## config.mk

```make
export PLATFORM = sky130hd
export DESIGN_NAME = spi_reg_bridge_flat
export DESIGN_NICKNAME = d
export VERILOG_FILES = /design/src/rtl/spi_reg_bridge_if.sv /design/src/rtl/spi_reg_bridge.sv /design/src/flat_wrapper.sv
export SDC_FILE = /design/constraint.sdc
export NUM_CORES = 1
export LEC_CHECK = 0
export CORE_AREA = 2 2 82 84
export CTS_CLUSTER_SIZE = 24
export DETAILED_ROUTE_END_ITERATION = 12
export DIE_AREA = 0 0 84 86
export PLACE_DENSITY_LB_ADDON = 0.2
export SETUP_SLACK_MARGIN = 0.15
export SYNTH_ARGS = -nofsm -noshare
export SYNTH_HDL_FRONTEND = slang
export SYNTH_SLANG_ARGS = --single-unit
export TNS_END_PERCENT = 30
```

## constraint.sdc

```tcl
create_clock -name clk -period 3.3 [get_ports clk]
set_clock_uncertainty 0.2 [all_clocks]
set_input_delay 0.66 -clock clk [delete_from_list [all_inputs] [get_ports clk]]
set_output_delay 0.66 -clock clk [all_outputs]
set_load 0.005 [all_outputs]
```

## src/rtl/spi_reg_bridge_if.sv

```systemverilog
// Signal bundle between spi_reg_bridge, the upstream spi_slave and the system register bus.
// The master modport is the bridge's view; slave is the environment's view.
interface spi_reg_bridge_if #(
  parameter int unsigned Nbit = 8
);
  logic            ss_n;
  logic [Nbit-1:0] rx_data;
  logic            rx_strobe;
  logic [Nbit-1:0] tx_data;
  logic            tx_strobe;
  logic            wr_en;
  logic [Nbit-2:0] wr_addr;
  logic [Nbit-1:0] wr_data;
  logic [Nbit-2:0] rd_addr;
  logic [Nbit-1:0] rd_data;
  logic            rd_en;
  logic            busy;

  modport master (
    input  ss_n, rx_data, rx_strobe, tx_strobe, rd_data,
    output tx_data, wr_en, wr_addr, wr_data, rd_addr, rd_en, busy
  );

  modport slave (
    output ss_n, rx_data, rx_strobe, tx_strobe, rd_data,
    input  tx_data, wr_en, wr_addr, wr_data, rd_addr, rd_en, busy
  );
endinterface

```

## src/rtl/spi_reg_bridge.sv

```systemverilog
// SPI word stream to register bus bridge: decodes cmd/addr/data frames with address
// auto-increment and returns status or read data to the SPI master.
module spi_reg_bridge #(
  parameter int unsigned    Nbit       = 8,
  parameter logic [Nbit-1:0] StatusByte = 8'hA5
) (
  input logic                clk,
  input logic                rst_n,
  spi_reg_bridge_if.master   bus
);

  localparam int unsigned AddrW = Nbit - 1;

  typedef enum logic [2:0] {
    StIdle,
    StCmd,
    StWrData,
    StRdTurn,
    StRdData
  } state_e;

  state_e          state_q;
  logic            ss_meta_q;
  logic            ss_sync_q;
  logic [AddrW-1:0] addr_q;
  logic [Nbit-1:0] tx_data_q;
  logic            wr_en_q;
  logic [AddrW-1:0] wr_addr_q;
  logic [Nbit-1:0] wr_data_q;
  logic            rd_en_q;

  always_ff @(posedge clk or negedge rst_n) begin
    if (!rst_n) begin
      state_q   <= StIdle;
      ss_meta_q <= 1'b1;
      ss_sync_q <= 1'b1;
      addr_q    <= '0;
      tx_data_q <= StatusByte;
      wr_en_q   <= 1'b0;
      wr_addr_q <= '0;
      wr_data_q <= '0;
      rd_en_q   <= 1'b0;
    end else begin
      ss_meta_q <= bus.ss_n;
      ss_sync_q <= ss_meta_q;
      wr_en_q   <= 1'b0;
      rd_en_q   <= 1'b0;

      // Read address advances one cycle after rd_en so rd_addr still names the consumed word.
      if (rd_en_q) begin
        addr_q <= addr_q + 1'b1;
      end

      unique case (state_q)
        StIdle: begin
          tx_data_q <= StatusByte;
          if (!ss_sync_q) begin
            state_q <= StCmd;
          end
        end
        StCmd: begin
          tx_data_q <= StatusByte;
          if (bus.rx_strobe) begin
            addr_q  <= bus.rx_data[AddrW-1:0];
            state_q <= bus.rx_data[Nbit-1] ? StWrData : StRdTurn;
          end
        end
        StWrData: begin
          tx_data_q <= StatusByte;
          if (bus.rx_strobe) begin
            wr_en_q   <= 1'b1;
            wr_addr_q <= addr_q;
            wr_data_q <= bus.rx_data;
            addr_q    <= addr_q + 1'b1;
          end
        end
        StRdTurn: begin
          tx_data_q <= bus.rd_data;
          if (bus.rx_strobe) begin
            state_q <= StRdData;
          end
        end
        StRdData: begin
          tx_data_q <= bus.rd_data;
          if (bus.tx_strobe) begin
            rd_en_q <= 1'b1;
          end
        end
        default: begin
          state_q <= StIdle;
        end
      endcase

      // Abort wins over the state transition, but the word above is still processed.
      if (ss_sync_q) begin
        state_q <= StIdle;
      end
    end
  end

  assign bus.tx_data = tx_data_q;
  assign bus.wr_en   = wr_en_q;
  assign bus.wr_addr = wr_addr_q;
  assign bus.wr_data = wr_data_q;
  assign bus.rd_addr = addr_q;
  assign bus.rd_en   = rd_en_q;
  assign bus.busy    = (state_q != StIdle);

endmodule

```

## src/flat_wrapper.sv

```systemverilog
// flat-port wrapper written by rule: the top's interface ports become plain ports
module spi_reg_bridge_flat 
#(
  parameter int unsigned    Nbit       = 8,
  parameter logic [Nbit-1:0] StatusByte = 8'hA5
)
  (clk, rst_n, bus_ss_n, bus_rx_data, bus_rx_strobe, bus_tx_strobe, bus_rd_data, bus_tx_data, bus_wr_en, bus_wr_addr, bus_wr_data, bus_rd_addr, bus_rd_en, bus_busy);
  spi_reg_bridge_if #(.Nbit(Nbit)) bus_i ();
  input logic clk;
  input logic rst_n;
  input wire logic [$bits(bus_i.ss_n)-1:0] bus_ss_n;
  input wire logic [$bits(bus_i.rx_data)-1:0] bus_rx_data;
  input wire logic [$bits(bus_i.rx_strobe)-1:0] bus_rx_strobe;
  input wire logic [$bits(bus_i.tx_strobe)-1:0] bus_tx_strobe;
  input wire logic [$bits(bus_i.rd_data)-1:0] bus_rd_data;
  output wire logic [$bits(bus_i.tx_data)-1:0] bus_tx_data;
  output wire logic [$bits(bus_i.wr_en)-1:0] bus_wr_en;
  output wire logic [$bits(bus_i.wr_addr)-1:0] bus_wr_addr;
  output wire logic [$bits(bus_i.wr_data)-1:0] bus_wr_data;
  output wire logic [$bits(bus_i.rd_addr)-1:0] bus_rd_addr;
  output wire logic [$bits(bus_i.rd_en)-1:0] bus_rd_en;
  output wire logic [$bits(bus_i.busy)-1:0] bus_busy;
  assign bus_i.ss_n = bus_ss_n;
  assign bus_i.rx_data = bus_rx_data;
  assign bus_i.rx_strobe = bus_rx_strobe;
  assign bus_i.tx_strobe = bus_tx_strobe;
  assign bus_i.rd_data = bus_rd_data;
  assign bus_tx_data = bus_i.tx_data;
  assign bus_wr_en = bus_i.wr_en;
  assign bus_wr_addr = bus_i.wr_addr;
  assign bus_wr_data = bus_i.wr_data;
  assign bus_rd_addr = bus_i.rd_addr;
  assign bus_rd_en = bus_i.rd_en;
  assign bus_busy = bus_i.busy;
  spi_reg_bridge #(.Nbit(Nbit), .StatusByte(StatusByte)) u_core (.clk(clk), .rst_n(rst_n), .bus(bus_i));
endmodule
```

Word-level counts from Yosys, hierarchy flattened
Index checks and enable logic that the tools add are counted.

Register bits after elaboration: 37. Input port bits: 21. Logic and storage cells: 39.

Add/subtract/negate cells: 1. Equal/unequal tests: 7. Muxes and demuxes: 14. Reductions and logical operators: 8.

Operators with widths (count): 7-bit 2-to-1 mux (3); 8-bit one-hot mux with 2 select lines (1); 7-bit one-hot mux with 2 select lines (1); 3-bit one-hot mux with 4 select lines (1); 3-bit 2-to-1 mux (3); 7-bit by 1-bit adder with 7-bit output (second input constant) (1); 3-bit by 2-bit equality test with 1-bit output (second input constant) (2); 3-bit by 2-bit inequality test with 1-bit output (second input constant) (2); 1-bit 2-to-1 mux (5); 2-bit OR reduction (2); 3-bit by 1-bit equality test with 1-bit output (second input constant) (1); 3-bit equality test (second input constant) (1); 3-bit zero test (1); 3-bit AND reduction (1); 3-bit nonzero test (1); 3-bit OR reduction (1); 2-bit by 1-bit inequality test with 1-bit output (second input constant) (1); 2-bit AND reduction (1); 2-bit nonzero test (1).

Logic depth before layout (Yosys ltp)
Gate-level depths: netlist (run 1).

Word-level depth: 4. Mapped depth: 6. Mapped depth without buffers: 5.

Worst setup path before layout (run 1)
Ideal clock, no wire load.

Path kind: input port to flip-flop. From: input port bus_rx_strobe. To: register u_core.wr_data_q[4], in the netlist u_core.bus.wr_data[4]. Setup time: 0.125 ns. Arrival: 1.575 ns. Path slack: 1.400 ns. Stages on the path: 4. Buffers on the path: 2. Cell sequence: nor4bb_4 -> buf_6 -> buf_4 -> mux2_2.

Cells in the longest elaborated chain, start to end: 1.

Ends and longest elaborated chain: start, declared (RTL line flat_wrapper.sv:13) `input wire logic [$bits(bus_i.rx_strobe)-1:0] bus_rx_strobe;`; 2-bit AND reduction (no source line); end signal, assigned (RTL line spi_reg_bridge.sv:73) `wr_data_q <= bus.rx_data;`; end, declared (RTL line spi_reg_bridge.sv:29) `logic [Nbit-1:0] wr_data_q;`.

No other way between the ends. A chain may end at the register's enable or synchronous reset.

Worst setup path after layout (run 1)
From: register u_core.state_q[1]. To: output port bus_busy.

Cells in the longest elaborated chain, start to end: 1.

Ends and longest elaborated chain: start, declared (RTL line spi_reg_bridge.sv:22) `state_e state_q;`; start signal, assigned (RTL line spi_reg_bridge.sv:34) `state_q <= StIdle;`; start signal, assigned (RTL line spi_reg_bridge.sv:58) `state_q <= StCmd;`; start signal, assigned (RTL line spi_reg_bridge.sv:65) `state_q <= bus.rx_data[Nbit-1] ? StWrData : StRdTurn;`; 3-bit nonzero test (RTL line spi_reg_bridge.sv:107) `assign bus.busy = (state_q != StIdle);`; end, declared (RTL line flat_wrapper.sv:22) `output wire logic [$bits(bus_i.busy)-1:0] bus_busy;`.

No other way between the ends.

==> results of run 1 <==
## per-layer routing
metal | GRT usage (%) | up-vias | part of all wire [%]
li1 | - | 727 | -
met1 | 17.6 | 739 | 46
met2 | 19.9 | 28 | 49
met3 | 3.37 | 6 | 3.7
met4 | 4.84 | 0 | 1.7
met5 | 0 | - | 0
## cells by family (layout without fill, tap and decap cells)
| logic type | Yosys count | after routing | synth area share (%) |
|---|---|---|---|
| AND/OR/NAND/NOR | 37 | 37 | 10.8 |
| flip-flops | 37 | 37 | 51.1 |
| multiplexers | 17 | 17 | 10.3 |
| adder cells (fa/ha/maj) | 1 | 1 | 0.685 |
| AO/OA/AOI/OAI | 53 | 53 | 19.5 |
| buffers and inverters | 18 | 71 | 4.79 |
| XOR/XNOR | 6 | 6 | 2.88 |
## cell usage in the layout (no fill, tap or decap), types with 2 or more instances in the layout
cell type        count
dfstp_2              6
nor3_1               6
a22oi_1             13
nand3_1              3
nand2b_1             2
o21ai_0              4
o22ai_1             14
a21oi_1              8
o31ai_1              2
clkbuf_1             2
inv_1                4
clkbuf_8             6
a211oi_1             4
xor2_1               2
dfrtp_1             31
buf_4                5
mux2_2              10
nand4_1              2
clkdlybuf4s50_1     52
xnor2_1              4
mux2i_1              2
nand2_1             10
mux2_1               5
nor2_1               8
## worst paths after layout
| check | from | endpoint |
|---|---|---|
| max in group asynchronous | rst_n | u_core.bus.wr_data[1] |
| min | u_core.ss_meta_q | u_core.ss_sync_q |
| min reg2reg | u_core.ss_meta_q | u_core.ss_sync_q |
| max | u_core.state_q[1] | bus_busy |
| min in group asynchronous | rst_n | u_core.bus.wr_addr[3] |
| max reg2reg | u_core.state_q[0] | u_core.bus.wr_addr[0] |
## power groups by stage
stage,Clock [mW],Combinational [mW],Sequential [mW]
final,0.321,0.565,0.695
after global placement,0,0.572,0.709
after detailed placement,0,0.574,0.709
after floorplan,0,0.256,0.678
after CTS,0.333,0.576,0.701
after global routing,0.355,0.617,0.721
## layout make-up
cell class / instances / area [um^2]
clock buffers: 8 / 90.1
repair buffers: 58 / 563
flip-flops and latches: 37 / 933
multi-input cells: 114 / 806
inverters: 5 / 18.8
well taps: 77 / 96.3
fillers: 629 / 3770
## sequential cells by signal (all words and copies together) (netlist names)
signal / cells
u_core.bus.wr_data: 8
u_core.bus.rd_en: 1
u_core.bus.tx_data: 8
u_core.bus.rd_addr: 7
u_core.ss_sync_q: 1
u_core.bus.wr_addr: 7
u_core.ss_meta_q: 1
u_core.state_q: 3
u_core.bus.wr_en: 1
## metrics by stage
| stage | util [%] | area (um^2) |
|---|---|---|
| CTS | 39.9 | 2510 |
| global placement | 38.5 | 2420 |
| finish | 39.9 | 2510 |
| detailed placement | 38.5 | 2420 |
| global route | 39.9 | 2510 |
| floorplan | - | 1830 |
## cells in the mapped netlist, types with 2 or more instances
cell      number  area (um^2)
buf_2          4         20.0
mux2_2        10          113
xor2_1         2         17.5
a21oi_1        8         40.0
o31ai_1        2         15.0
nand2_1       10         37.5
xnor2_1        4         35.0
mux2_1         5         56.3
o22ai_1       14         87.6
nor3_1         6         30.0
nand2b_1       2         12.5
mux2i_1        2         20.0
dfstp_2        6          158
a211oi_1       4         30.0
dfrtp_1       31          776
nand3_1        3         15.0
nor2_1         8         30.0
nand4_1        2         12.5
clkbuf_1       5         18.8
inv_1          4         15.0
o21ai_0        4         20.0
buf_4          2         15.0
a22oi_1       13         97.6
## worst max-delay path, stage by stage, from the launching register on
cell and delay (ns):
dfrtp_1 0.36, buf_4 0.20, nor2_1 0.38, nand2_1 0.11, clkdlybuf4s50_1 0.45
==> results_dict.tcl, run 1 <==
set metrics [dict create \
    status "complete, no violations" \
    synth-async-reset-ratio_pct 100 \
    max_freq_mhz 377 \
    area_delta_synth_final_pct 37.3 \
    setup_violations 0 \
    wire_per_inst_um 14.8 \
    cts_buffer_depth 2 \
    critPathKind "register to primary output" \
    syn_inst 169 \
    hold_depth 0 \
    dieArea_um2 7220 \
    setup_ws_ns 0.647 \
    antenna_found_initial 0 \
    insertion_delay_ns 0.29 \
    start_util_pct 29.1 \
    ant_nets 0 \
    synth.distinct_cells 41 \
    htreeDepth 2 \
    clockPowerShare_pct 20.3 \
    drive_above_1_share_pct 14.0 \
    synthesis.area_um2 1830 \
    r2r_cells 4 \
    synthFlopType "dfrtp_1" \
    final_net_count 243 \
    routed-via-count 1500 \
    relSlewSlack_pct 45.6 \
    num_antenna_cells 0 \
    worstPathArrival_ns 1.79 \
    port_buffers 53 \
    grtUsageTotal_pct 12.9 \
    drv_cap 0 \
    maxSlewViolCount 0 \
    crit_path_start_kind "register" \
    final_cells 299 \
    core_area_um2 6280 \
    tns_ns 0 \
    grt_max_degree 38 \
    ys_ff_latch 37 \
    place.gp.congestion 0.745 \
    clkTransAtPathRegs_ns 0.07 \
    cts_tree "yes" \
    power.density_nw_per_um2 631 \
    clock-sinks 37 \
    fp.dieH_um 86 \
    hold_class "register to register" \
    period_share_pct 80.4 \
    grt_pass1_wl_mm 7.38 \
    ctsHoldBuffers 0 \
    rows 29 \
    required_ns 2.44 \
    drtIter0Drc 80 \
    cts_buffers 5 \
    intPower_mw 1.12 \
    tightest_slew_ns 0.816 \
    r2r_slack_ns 1.18 \
    min_period_ns 2.65 \
    rsz0062_at_grt "no" \
    gr-total-overflow 0 \
    hpwl_mm 3.24 \
    viasPerCell 5.02 \
    ir_drop_mv 0.267 \
    critPathMaxFanout 19 \
    cts_resized 0 \
    seqPwrFrac_pct 44.0 \
    hold_viol 0 \
    drc 0 \
    post_cts.repair.setup_buffers 0 \
    pwr-share-comb_pct 35.7 \
    synth_edf_count 0 \
    switching_power_mw 0.460 \
    p_leak_nw 0.986 \
    synth-seq-area-share_pct 51.1 \
    die_x_um 84 \
    syn_nets 191 \
    swShare_pct 29.1 \
    yosys_warnings 0 \
    pre_cts_ws_ns 0.453 \
    cp-end-kind "primary output" \
    grt_pass1_vias 1485 \
    routed_wl_mm 4.44 \
    whs_ns 0.165 \
    dr.pass1.iters 4 \
    io_pins 54 \
    dp_cells 291 \
    syn_avg_cell_area_um2 10.8 \
    clockRootBuffer "clkbuf_8" \
    p_total_mw 1.58 \
]
No activity file was read; power rests on OpenSTA's default activity.
==> run 2: changes to the inputs <==
==> constraint.sdc (replaced) <==
create_clock -name clk -period 2.6 [get_ports clk]
set_clock_uncertainty 0.2 [all_clocks]
set_input_delay 0.52 -clock clk [delete_from_list [all_inputs] [get_ports clk]]
set_output_delay 0.52 -clock clk [all_outputs]
set_load 0.005 [all_outputs]
==> run 2 against run 1 <==
Global-route usage fell by 0.19 points. Sequential power up 28%. Highest routed layer unchanged. Clock-buffer cell count fell by 1. Sequential share of layout area fell by 0.68 points. Non-clock buffer count increased by 3.
==> results_dict.tcl, run 2 (same netlist as run 1, synthesis figures left out) <==
set metrics [dict create \
    maxSlewViolCount 0 \
    drtIter0Drc 78 \
    clock-sinks 37 \
    final_common_cell "clkdlybuf4s50_1" \
    wire_per_inst_um 14.9 \
    required_ns 1.88 \
    min_period_ns 2.24 \
    ctsHoldBuffers 0 \
    io_pins 54 \
    hold_class "input pin to asynchronous set/reset pin" \
    core_area_um2 6280 \
    drc 0 \
    start_util_pct 29.1 \
    final_net_count 246 \
    tns_ns 0 \
    critPathMaxFanout 10 \
    routed-via-count 1557 \
    use_met1_pct 17.0 \
    critPathKind "register to primary output" \
    grt_use_met2_pct 20.8 \
    power.density_nw_per_um2 829 \
    viasPerCell 5.16 \
    max_freq_mhz 447 \
    fp.dieH_um 86 \
    cts_tree "yes" \
    place.gp.congestion 0.779 \
    setup_violations 0 \
    dpl-instance-area_um2 2440 \
    htreeDepth 2 \
    period_share_pct 86.0 \
    grt_max_degree 38 \
    mostFrequentLayoutCells "clkdlybuf4s50_1 (52), dfrtp_1 (30), o22ai_1 (14)" \
    cp-end-kind "primary output" \
    cts_buffer_depth 2 \
    multiInputGateArea_um2 806 \
    busiest_layer "met2" \
    worstPathArrival_ns 1.52 \
    dieArea_um2 7220 \
    routed_wl_mm 4.50 \
    status "complete, no violations" \
    area_delta_synth_final_pct 40.0 \
    tightest_slew_ns 0.817 \
    grt_pass1_wl_mm 7.42 \
    final_area_um2 2560 \
    grtUsageTotal_pct 12.7 \
    drive_above_1_share_pct 16.0 \
    insertion_delay_ns 0.29 \
    gr-total-overflow 0 \
    die_x_um 84 \
    relSlewSlack_pct 45.5 \
    drv_cap 0 \
    cts_buffers 5 \
    fillers 626 \
    port_buffers 53 \
    ir_drop_mv 0.386 \
    hold_viol 0 \
    rsz0062_at_grt "no" \
    p_leak_nw 1.01 \
    seqCellArea_um2 935 \
    num_antenna_cells 0 \
    antenna_found_initial 0 \
    ant_nets 0 \
    clockRootBuffer "clkbuf_8" \
    rows 29 \
    grtUsageMet3_pct 2.89 \
    clkTransAtPathRegs_ns 0.07 \
    dr.pass1.iters 4 \
    hpwl_mm 3.26 \
    grt_pass1_vias 1524 \
    crit_path_start_kind "register" \
]
## run 2: power breakdown
part / internal, mW / switching [mW] / total [mW]
logic: 0.472 / 0.250 / 0.722
clock network: 0.313 / 0.197 / 0.510
registers: 0.741 / 0.148 / 0.889
total: 1.53 / 0.595 / 2.12
## run 2: path summary, 6_finish.rpt
| kind | startpoint | end | slack (ns) | cells after the start |
|---|---|---|---|---|
| worst min-delay path | rst_n | u_core.bus.wr_addr[5] | 0.13 | 1 |
| worst max-delay path | u_core.state_q[2] | bus_busy | 0.36 | 3 |
| min in group clk | u_core.ss_meta_q | u_core.ss_sync_q | 0.16 | 0 |
| worst max register to register | u_core.state_q[2] | u_core.bus.rd_addr[4] | 0.73 | 6 |
| worst min register to register | u_core.ss_meta_q | u_core.ss_sync_q | 0.16 | 0 |
| max in group asynchronous | rst_n | u_core.state_q[0] | 1.51 | 1 |
## run 2: through the flow
stage	worst slack (ns)	instances	power, mW	utilization [%]	hold slack (ns)
global placement	0.306	294	1.63	38.9	0.146
CTS	0.210	302	2.15	40.7	0.156
floorplan	0.840	169	1.18	-	0.0244
global route	0.282	302	2.26	40.7	0.167
finish	0.364	302	2.12	40.7	0.127
detailed placement	0.284	294	1.63	38.9	0.149
## run 2: cell type report
cell class                      count  area share, %
Clock buffer                        7           3.38
Clock inverter                      1           1.17
Inverter                            5          0.734
Multi-Input combinational cell    114           31.5
Sequential cell                    37           36.5
Tap cell                           77           3.77
Timing Repair Buffer               61           22.9
## run 2: routing by layer
metal	up-vias	part of all wire, %
met5	-	0
met1	780	45
li1	739	-
met4	0	1.0
met3	5	4.1
met2	33	50
## run 2: worst max-delay path, cell delays in order, from the launching register on
cell and delay, ns:
dfrtp_1 0.36, clkinv_1 0.24, nand2_1 0.13, clkdlybuf4s50_1 0.51
## run 2: repair_timing
action                     in CTS  in global routing
setup buffers                   0                  0
setup endpoints to repair       0                  1
gates resized for setup         0                  1
==> run 3: changes to the inputs <==
--- a/config.mk
+++ b/config.mk
@@ -9,8 +9,8 @@
 export CTS_CLUSTER_SIZE = 24
 export DETAILED_ROUTE_END_ITERATION = 12
 export DIE_AREA = 0 0 84 86
+export MAX_ROUTING_LAYER = met4
 export PLACE_DENSITY_LB_ADDON = 0.2
-export SETUP_SLACK_MARGIN = 0.15
 export SYNTH_ARGS = -nofsm -noshare
 export SYNTH_HDL_FRONTEND = slang
 export SYNTH_SLANG_ARGS = --single-unit
==> run 3 against run 2 <==
Combinational power hardly changed. Die area stayed put. First-iteration DRC count is 6.4% lower. Clock power hardly changed. Critical path type unchanged. Sequential cell count stayed put. Sequential share of layout area hardly changed. Register-to-register slack worse by 0.04 ns.
==> results_dict.tcl, run 3 (same netlist as run 1, synthesis figures left out) <==
set metrics [dict create \
    setup_violations 0 \
    wire_per_inst_um 14.8 \
    max_freq_mhz 421 \
    fp.dieH_um 86 \
    routed_wl_mm 4.48 \
    p_leak_nw 1.01 \
    viasPerCell 5.13 \
    insertion_delay_ns 0.29 \
    area_delta_synth_final_pct 39.9 \
    fillers 627 \
    start_util_pct 29.1 \
    rsz0062_at_grt "no" \
    num_antenna_cells 0 \
    crit_path_start_kind "register" \
    path_cells "nor2_1 > nand2_1 > clkdlybuf4s50_1" \
    grt_pass1_wl_mm 7.43 \
    pre_cts_ws_ns 0.284 \
    drtIter0Drc 73 \
    hpwl_mm 3.26 \
    mostFrequentLayoutCells "clkdlybuf4s50_1 (52), dfrtp_1 (31), o22ai_1 (14)" \
    antenna_found_initial 0 \
    ctsHoldBuffers 0 \
    tightest_slew_ns 0.818 \
    routed-via-count 1548 \
    worstPathArrival_ns 1.66 \
    critPathKind "register to primary output" \
    core_area_um2 6280 \
    post-route-util_pct 40.7 \
    dieArea_um2 7220 \
    slowest_delay_ns 0.64 \
    critPathMaxFanout 11 \
    clockRootBuffer "clkbuf_8" \
    min_period_ns 2.38 \
    critPathBufInv 1 \
    clkTransAtPathRegs_ns 0.07 \
    htreeDepth 2 \
    port_buffers 53 \
    rows 29 \
    grtUsageTotal_pct 13.1 \
    maxSlewViolCount 0 \
    die_x_um 84 \
    path_delay_family "flip-flops" \
    cts_tree "yes" \
    dr.pass1.iters 4 \
    io_pins 54 \
    power.density_nw_per_um2 829 \
    place.gp.congestion 0.790 \
    cts_buffer_depth 2 \
    grt_max_degree 38 \
    clock-sinks 37 \
    setup_ws_ns 0.224 \
    cts_resized 0 \
    hold_viol 0 \
    final_common_cell "clkdlybuf4s50_1" \
    ant_nets 0 \
    post_cts.repair.setup_buffers 0 \
    hold_class "input pin to asynchronous set/reset pin" \
    ir_drop_mv 0.386 \
    seqCellArea_um2 933 \
    final_net_count 246 \
    relSlewSlack_pct 45.5 \
    required_ns 1.88 \
    crit_slowest_cell "dfrtp_1" \
    tns_ns 0 \
    drive_above_1_share_pct 15.6 \
    cts_buffers 5 \
    status "complete, no violations" \
    gr-total-overflow 0 \
    drc 0 \
    drv_cap 0 \
    multiInputGateArea_um2 806 \
    grt_pass1_vias 1524 \
    cp-end-kind "primary output" \
    period_share_pct 91.4 \
]
run 3: final timing paths:
path | slack (ns) | depth (start not counted) | start | end
setup / recovery | 0.22 | 3 | u_core.state_q[0] | bus_busy
hold / removal | 0.13 | 1 | rst_n | u_core.bus.wr_addr[5]
setup reg to reg | 0.69 | 5 | u_core.state_q[0] | u_core.bus.rd_addr[0]
hold reg to reg | 0.16 | 0 | u_core.ss_meta_q | u_core.ss_sync_q
max in group asynchronous | 1.56 | 1 | rst_n | u_core.bus.tx_data[6]
min in group clk | 0.16 | 0 | u_core.ss_meta_q | u_core.ss_sync_q
run 3: area by class of cell:
class | count | share of cell area, %
flip-flops and latches | 37 | 36.5
multi-input cells | 114 | 31.5
repair buffers | 61 | 22.9
well taps | 77 | 3.77
clock buffers | 7 | 3.38
clock inverters | 1 | 1.17
inverters | 5 | 0.734
run 3: per-layer routing:
| layer | GRT usage (%) | vias to the layer above | part of all wire, % |
|---|---|---|---|
| li1 | - | 736 | - |
| met1 | 17.0 | 771 | 45 |
| met2 | 20.8 | 36 | 50 |
| met3 | 2.79 | 5 | 4.2 |
| met4 | 3.96 | 0 | 1.0 |
| met5 | - | - | 0 |
run 3: worst reg2reg max path: cells and delay by family, from the launching register on:
family	cells	cell delay, ns
flops	1	0.55
buf+inv	2	0.45
compound gates	2	0.36
simple gates	1	0.22
run 3: power by group:
part | switching (mW) | leakage (nW) | internal, mW
Sequential | 0.148 | 0.452 | 0.740
Combinational | 0.249 | 0.502 | 0.472
Clock | 0.198 | 0.0585 | 0.313
Total | 0.595 | 1.01 | 1.52
run 3: metrics by stage:
stage | std cells | total power, mW | area (um^2) | hold slack, ns
finish | 302 | 2.12 | 2560 | 0.126
global route | 302 | 2.26 | 2560 | 0.167
CTS | 302 | 2.15 | 2560 | 0.156
detailed placement | 294 | 1.63 | 2440 | 0.149
global placement | 294 | 1.63 | 2440 | 0.146
floorplan | 169 | 1.18 | 1830 | 0.0244
